### src/rtl/alu_ctl_divu_seq_if.sv
// alu_ctl_divu_seq_if: bundle between main control / HI-LO registers and the ALU control block.
//   master : main control side. It drives alu_op, funct, start, dividend and divisor, and
//            observes ctl, illegal, busy, done, div_zero, hi and lo.
//   slave  : alu_ctl_divu_seq side, with the opposite directions.
interface alu_ctl_divu_seq_if #(
  parameter int unsigned WIDTH = 32
);
  logic [1:0]       alu_op;
  logic [5:0]       funct;
  logic             start;
  logic [WIDTH-1:0] dividend;
  logic [WIDTH-1:0] divisor;
  logic [2:0]       ctl;
  logic             illegal;
  logic             busy;
  logic             done;
  logic             div_zero;
  logic [WIDTH-1:0] hi;
  logic [WIDTH-1:0] lo;

  modport master (
    output alu_op, funct, start, dividend, divisor,
    input  ctl, illegal, busy, done, div_zero, hi, lo
  );

  modport slave (
    input  alu_op, funct, start, dividend, divisor,
    output ctl, illegal, busy, done, div_zero, hi, lo
  );
endinterface

### src/rtl/alu_ctl_divu_seq.sv
// alu_ctl_divu_seq: decodes ALUOp/funct into the 3-bit ALU slice control code and runs a
// multi-cycle restoring unsigned divider that writes HI (remainder) and LO (quotient).
// Ports:
//   clk   : system clock, rising edge
//   rst_n : asynchronous active-low reset
//   bus   : slave side of alu_ctl_divu_seq_if
//           in : alu_op, funct, start, dividend, divisor
//           out: ctl, illegal, busy, done, div_zero, hi, lo
module alu_ctl_divu_seq #(
  parameter int unsigned WIDTH = 32,
  parameter int unsigned CNT_W = 6
) (
  input logic              clk,
  input logic              rst_n,
  alu_ctl_divu_seq_if.slave bus
);

  localparam logic [5:0] FunctDivu = 6'b011011;

  typedef enum logic [1:0] {StIdle, StRun, StZero, StDone} state_e;

  state_e           r_state, w_state_nxt;
  logic [WIDTH-1:0] r_rem, r_quo, r_dvs, r_hi, r_lo;
  logic [CNT_W-1:0] r_cnt;
  logic             r_div_zero;

  logic             w_accept, w_last, w_borrow;
  logic [WIDTH:0]   w_trial;
  logic [WIDTH-1:0] w_rem_nxt, w_quo_nxt;
  logic [2:0]       w_dec_ctl;
  logic             w_dec_illegal;

  assign w_accept = (r_state == StIdle) && bus.start && (bus.alu_op == 2'b10) &&
                    (bus.funct == FunctDivu);
  assign w_last   = (r_cnt == CNT_W'(WIDTH - 1));

  // Trial subtract on the shifted partial remainder. Because rem < divisor always holds, the
  // difference lies in (-2^WIDTH, 2^WIDTH), so the top bit is a reliable borrow flag.
  assign w_trial   = {r_rem, r_quo[WIDTH-1]} - {1'b0, r_dvs};
  assign w_borrow  = w_trial[WIDTH];
  assign w_rem_nxt = w_borrow ? {r_rem[WIDTH-2:0], r_quo[WIDTH-1]} : w_trial[WIDTH-1:0];
  assign w_quo_nxt = {r_quo[WIDTH-2:0], ~w_borrow};

  // State register
  always_ff @(posedge clk or negedge rst_n) begin
    if (!rst_n) r_state <= StIdle;
    else        r_state <= w_state_nxt;
  end

  // Next-state logic
  always_comb begin
    w_state_nxt = r_state;
    unique case (r_state)
      StIdle: if (w_accept) w_state_nxt = (bus.divisor == '0) ? StZero : StRun;
      StRun:  if (w_last) w_state_nxt = StDone;
      StZero: w_state_nxt = StDone;
      StDone: w_state_nxt = StIdle;
      default: w_state_nxt = StIdle;
    endcase
  end

  // Divider datapath; hi/lo only change when a result is produced
  always_ff @(posedge clk or negedge rst_n) begin
    if (!rst_n) begin
      r_rem      <= '0;
      r_quo      <= '0;
      r_dvs      <= '0;
      r_cnt      <= '0;
      r_hi       <= '0;
      r_lo       <= '0;
      r_div_zero <= 1'b0;
    end else if (w_accept) begin
      r_rem      <= '0;
      r_quo      <= bus.dividend;
      r_dvs      <= bus.divisor;
      r_cnt      <= '0;
      r_div_zero <= 1'b0;
    end else if (r_state == StRun) begin
      r_rem <= w_rem_nxt;
      r_quo <= w_quo_nxt;
      r_cnt <= r_cnt + CNT_W'(1);
      if (w_last) begin
        r_hi <= w_rem_nxt;
        r_lo <= w_quo_nxt;
      end
    end else if (r_state == StZero) begin
      // r_quo still holds the dividend untouched
      r_lo       <= '1;
      r_hi       <= r_quo;
      r_div_zero <= 1'b1;
    end
  end

  // ALUOp / funct decode
  always_comb begin
    w_dec_ctl     = 3'b010;
    w_dec_illegal = 1'b0;
    unique case (bus.alu_op)
      2'b00: w_dec_ctl = 3'b010;
      2'b01: w_dec_ctl = 3'b110;
      2'b10: begin
        unique case (bus.funct)
          6'b100000, 6'b100001: w_dec_ctl = 3'b010;
          6'b100010, 6'b100011: w_dec_ctl = 3'b110;
          6'b100100:            w_dec_ctl = 3'b000;
          6'b100101:            w_dec_ctl = 3'b001;
          6'b101010:            w_dec_ctl = 3'b111;
          FunctDivu:            w_dec_ctl = 3'b010;
          default:              w_dec_illegal = 1'b1;
        endcase
      end
      default: w_dec_illegal = 1'b1;
    endcase
  end

  // Outputs; while dividing the slices are forced to subtract
  always_comb begin
    bus.ctl     = w_dec_ctl;
    bus.illegal = w_dec_illegal;
    bus.busy    = 1'b0;
    bus.done    = 1'b0;
    unique case (r_state)
      StRun, StZero: begin
        bus.busy    = 1'b1;
        bus.ctl     = 3'b110;
        bus.illegal = 1'b0;
      end
      StDone:  bus.done = 1'b1;
      default: ;
    endcase
  end

  assign bus.hi       = r_hi;
  assign bus.lo       = r_lo;
  assign bus.div_zero = r_div_zero;

endmodule
### src/flat_wrapper.sv
// flat-port wrapper written by rule: the top's interface ports become plain ports
module alu_ctl_divu_seq_flat 
#(
  parameter int unsigned WIDTH = 32,
  parameter int unsigned CNT_W = 6
)
  (clk, rst_n, bus_alu_op, bus_funct, bus_start, bus_dividend, bus_divisor, bus_ctl, bus_illegal, bus_busy, bus_done, bus_div_zero, bus_hi, bus_lo);
  alu_ctl_divu_seq_if #(.WIDTH(WIDTH)) bus_i ();
  input logic clk;
  input logic rst_n;
  input wire logic [$bits(bus_i.alu_op)-1:0] bus_alu_op;
  input wire logic [$bits(bus_i.funct)-1:0] bus_funct;
  input wire logic [$bits(bus_i.start)-1:0] bus_start;
  input wire logic [$bits(bus_i.dividend)-1:0] bus_dividend;
  input wire logic [$bits(bus_i.divisor)-1:0] bus_divisor;
  output wire logic [$bits(bus_i.ctl)-1:0] bus_ctl;
  output wire logic [$bits(bus_i.illegal)-1:0] bus_illegal;
  output wire logic [$bits(bus_i.busy)-1:0] bus_busy;
  output wire logic [$bits(bus_i.done)-1:0] bus_done;
  output wire logic [$bits(bus_i.div_zero)-1:0] bus_div_zero;
  output wire logic [$bits(bus_i.hi)-1:0] bus_hi;
  output wire logic [$bits(bus_i.lo)-1:0] bus_lo;
  assign bus_i.alu_op = bus_alu_op;
  assign bus_i.funct = bus_funct;
  assign bus_i.start = bus_start;
  assign bus_i.dividend = bus_dividend;
  assign bus_i.divisor = bus_divisor;
  assign bus_ctl = bus_i.ctl;
  assign bus_illegal = bus_i.illegal;
  assign bus_busy = bus_i.busy;
  assign bus_done = bus_i.done;
  assign bus_div_zero = bus_i.div_zero;
  assign bus_hi = bus_i.hi;
  assign bus_lo = bus_i.lo;
  alu_ctl_divu_seq #(.WIDTH(WIDTH), .CNT_W(CNT_W)) u_core (.clk(clk), .rst_n(rst_n), .bus(bus_i));
endmodule
### config.mk
export PLATFORM = sky130hd
export DESIGN_NAME = alu_ctl_divu_seq_flat
export DESIGN_NICKNAME = d
export VERILOG_FILES = /design/src/rtl/alu_ctl_divu_seq_if.sv /design/src/rtl/alu_ctl_divu_seq.sv /design/src/flat_wrapper.sv
export SDC_FILE = /design/constraint.sdc
export NUM_CORES = 1
export LEC_CHECK = 0
export CAP_MARGIN = 20
export CORE_ASPECT_RATIO = 1.2
export CORE_MARGIN = 3
export CORE_UTILIZATION = 50
export CTS_CLUSTER_SIZE = 24
export DETAILED_ROUTE_END_ITERATION = 10
export PLACE_DENSITY_LB_ADDON = 0.2
export SLEW_MARGIN = 40
export SYNTH_ARGS = -nofsm -noshare
export SYNTH_HDL_FRONTEND = slang
export SYNTH_SLANG_ARGS = --single-unit
### constraint.sdc
create_clock -name clk -period 5.5 [get_ports clk]
set_clock_uncertainty 0.2 [all_clocks]
set_input_delay 1.65 -clock clk [delete_from_list [all_inputs] [get_ports clk]]
set_output_delay 1.65 -clock clk [all_outputs]
set_load 0.01 [all_outputs]
==> impl_metrics.env <==
export IMPL_status="complete, no violations"
export IMPL_dr_pass1_iters=5
export IMPL_min_to="u_core.bus.lo[9]"
export IMPL_path_clk_slew_ns=0.07
export IMPL_h_tree_depth=4
export IMPL_syn_inst=1091
export IMPL_port_buffers=145
export IMPL_hold_depth=2
export IMPL_stdcell_area_um2=11800
export IMPL_synth_flop_cell="dfrtp_1"
export IMPL_slew_limit_headroom_pct=47.6
export IMPL_endpoint_kind="output port"
export IMPL_seq_area_frac_synth_pct=44.3
export IMPL_grt_first_pass_wirelength_um=42400
export IMPL_clock_sinks=169
export IMPL_p_per_area_nw_per_um2=592
export IMPL_ir_worst_vdd_mv=0.410
export IMPL_cts_resized=0
export IMPL_period_minus_slack_ns=5.31
export IMPL_whs_ns=0.264
export IMPL_critPathTopFamily="buffers and inverters"
export IMPL_postCtsHoldBufs=0
export IMPL_crit_required_ns=3.65
export IMPL_min_delay_start="u_core.bus.lo[9]"
export IMPL_ant_nets=0
export IMPL_fp_dieArea_um2=20800
export IMPL_drtIter0Drc=608
export IMPL_viasPerCell=5.72
export IMPL_clock_path_buffers=2
export IMPL_die_h_um=157
export IMPL_cp_start_kind="input pin"
export IMPL_r2r_start="u_core.r_quo[31]"
export IMPL_cpMaxStageDelayCell="clkdlybuf4s50_1"
export IMPL_numCtsBuffers=17
export IMPL_syn_area_um2=9550
export IMPL_dpl_cell_area_um2=11200
export IMPL_syn_nets=1209
export IMPL_cp_arrival_ns=3.46
export IMPL_dp_final_hpwl_um=18500
export IMPL_drt_wirelength_per_cell_um=17.7
export IMPL_rsz0062_at_grt="false"
export IMPL_yosys_warnings=0
export IMPL_grt_overflow_total=0
export IMPL_gp_congestion=0.931
export IMPL_report_final_slew_viol_count=0
export IMPL_fp_row_count=54
export IMPL_synth_cell_types=67
export IMPL_core_area_um2=18400
export IMPL_r2r_end="u_core.bus.hi[24]"
export IMPL_cts_tree="yes"
export IMPL_ys_seq_elements=169
export IMPL_finalSetupViolations=0
export IMPL_cp_max_fo=5
export IMPL_insertion_delay_ns=0.44
export IMPL_syn_to_final_growth_pct=23.6
export IMPL_synth_area_leaders="dfrtp_1 (44%), o21ai_0 (7.4%), nand2_1 (5.7%)"
export IMPL_grt_max_degree=108
export IMPL_synth_top_area_cell="dfrtp_1"
export IMPL_ctsRootBufferMaster="clkbuf_16"
export IMPL_synth_edf_count=0
export IMPL_drt_wl_total_um=26000
export IMPL_diodes=0
export IMPL_crit_top_cell="a21oi_1"
export IMPL_drv_cap=0
export IMPL_finalCritPeriodShare_pct=96.5
export IMPL_regToRegSetupSlack_ns=1.36
export IMPL_synth_area_per_cell_um2=8.76
export IMPL_power_leakage_uw=0.00518
export IMPL_final_hold_viol_count=0
export IMPL_ff2ff_path_depth=13
export IMPL_num_nets_final=1321
export IMPL_grt_antenna_before_repair=0
export IMPL_ios=146
export IMPL_first_global_vias=8449
export IMPL_layout_drive_gt1_share_pct=6.58
export IMPL_die_w_um=132
export IMPL_drc_errors=0
export IMPL_worstPathCellList="clkdlybuf4s50_1, nand4b_1, o21ai_0, a21oi_1, nor2_1, a21oi_1, a21oi_1, nor2_1, clkdlybuf4s50_1"
export IMPL_async_flop_share_pct=100
export IMPL_path_class="in -> out"
export IMPL_synth_top_area_share_pct=44.3
export IMPL_fmax_mhz=188
export IMPL_grt_usage_pct=25.4
export IMPL_initial_utilization_pct=51.8
export IMPL_fin_setup_tns_ns=0
export IMPL_slowest_delay_ns=0.55
export IMPL_min_path_type="reg -> reg"
export IMPL_post_cts_setup_buffers=0
export IMPL_vias=8387
export IMPL_critPathBufInv=2
export IMPL_worst_pin_slew_ns=0.787
## synthesized netlist by cell type (8+ instances only)
| master | instances |
|---|---|
| a21o_1 | 15 |
| o21ai_1 | 20 |
| xor2_1 | 18 |
| nor4_1 | 8 |
| dfrtp_1 | 169 |
| inv_1 | 55 |
| nand2b_1 | 8 |
| nand2_1 | 144 |
| nor3_1 | 31 |
| nand4_1 | 8 |
| mux2i_1 | 36 |
| a211oi_2 | 16 |
| a21oi_1 | 77 |
| ha_1 | 42 |
| nor2_1 | 98 |
| buf_2 | 8 |
| xnor2_1 | 12 |
| clkbuf_1 | 47 |
| o21ai_0 | 142 |
| a31oi_1 | 31 |
| nand3_1 | 17 |
## cell type report
cell class | count | area, µm²
Clock buffer | 18 | 439
Clock inverter | 13 | 155
Fill cell | 1616 | 6640
Inverter | 56 | 210
Multi-Input combinational cell | 801 | 4870
Sequential cell | 169 | 4230
Tap cell | 252 | 315
Timing Repair Buffer | 158 | 1590
## worst max-delay path by stage
stage / to / startpoint / slack (ns) / cells after the start
after floorplan: bus_ctl[0] / bus_alu_op[0] / 1.19 / 4
after global placement: bus_illegal / bus_funct[0] / 0.20 / 9
after detailed placement: bus_illegal / bus_funct[0] / 0.17 / 9
after CTS: bus_illegal / bus_funct[0] / 0.16 / 9
after global routing: bus_illegal / bus_funct[0] / 0.02 / 9
final: bus_illegal / bus_funct[0] / 0.19 / 9
## registers in the layout (all words and copies together), names as in the netlist
register / flops
u_core.bus.hi: 32
u_core.bus.lo: 32
u_core.r_dvs: 32
u_core.r_quo: 32
u_core.r_rem: 32
u_core.r_cnt: 6
u_core.r_state: 2
u_core.bus.div_zero: 1
## worst reg2reg max path, stage by stage (launching register included)
cell and delay, ns:
dfrtp_1 0.38, inv_1 0.08, ha_1 0.22, fa_1 0.41
nand2b_1 0.18, a21oi_1 0.33, o41a_1 0.32, o21ai_2 0.10
nor3b_4 0.17, nor3_2 0.34, or2_1 0.63, buf_4 0.34
nand2_1 0.10, a31oi_1 0.23
## power breakdown
part	leakage (µW)	internal [µW]	switching (µW)
Sequential	0.00178	1760	419
Clock	0.000294	692	542
Combinational	0.00311	1500	2080
## cell usage in the layout, fill, tap and decap left out, drive strengths merged, types with 3 or more instances in the layout
cell type,count
a21oi,80
buf,14
nor2b,3
o21a,3
a21o,15
nand4,8
dfrtp,169
nand2b,8
xnor2,12
nor3b,3
xor2,18
clkdlybuf4s50,144
o2111ai,4
ha,42
and3,3
o21bai,5
or2,3
o211ai,7
inv,62
nand3,17
nand2,144
nor4,8
nor3,32
clkinv,5
o31a,3
clkbuf,18
a211oi,21
a31oi,31
o211a,3
mux2i,36
o21ai,163
nor2,99
## kinds of logic (layout without fill, tap and decap cells)
group | after synthesis | count (layout) | share of synthesized area, %
xor gates and xnor gates | 30 | 30 | 2.75
adders and majority gates | 43 | 43 | 5.71
buffers and inverters | 121 | 245 | 5.13
muxes | 36 | 36 | 3.77
and+or+nand+nor | 339 | 339 | 15.6
DFF | 169 | 169 | 44.3
AOI/OAI and AO/OA | 353 | 353 | 22.8
## layer usage
layer  vias to the layer above  part of all wire, %  global-route usage (%)
li1                       4073                    -                       -
met1                      4043                   40                    29.5
met2                       204                   52                    46.0
met3                        67                  3.7                    4.25
met4                         0                  4.4                    11.6
met5                         -                    0                       0
## metrics by stage
| stage | instances | worst slack [ns] | utilization (%) | power [µW] |
|---|---|---|---|---|
| after CTS | 1466 | 0.163 | 63.9 | 7020 |
| after global routing | 1467 | 0.0223 | 64.0 | 7560 |
| after detailed placement | 1435 | 0.174 | 60.6 | 5770 |
| after floorplan | 1091 | 1.19 | - | 4500 |
| after global placement | 1435 | 0.200 | 60.6 | 5690 |
| final | 1467 | 0.190 | 64.0 | 6990 |
No activity file was read; power rests on OpenSTA's default activity.
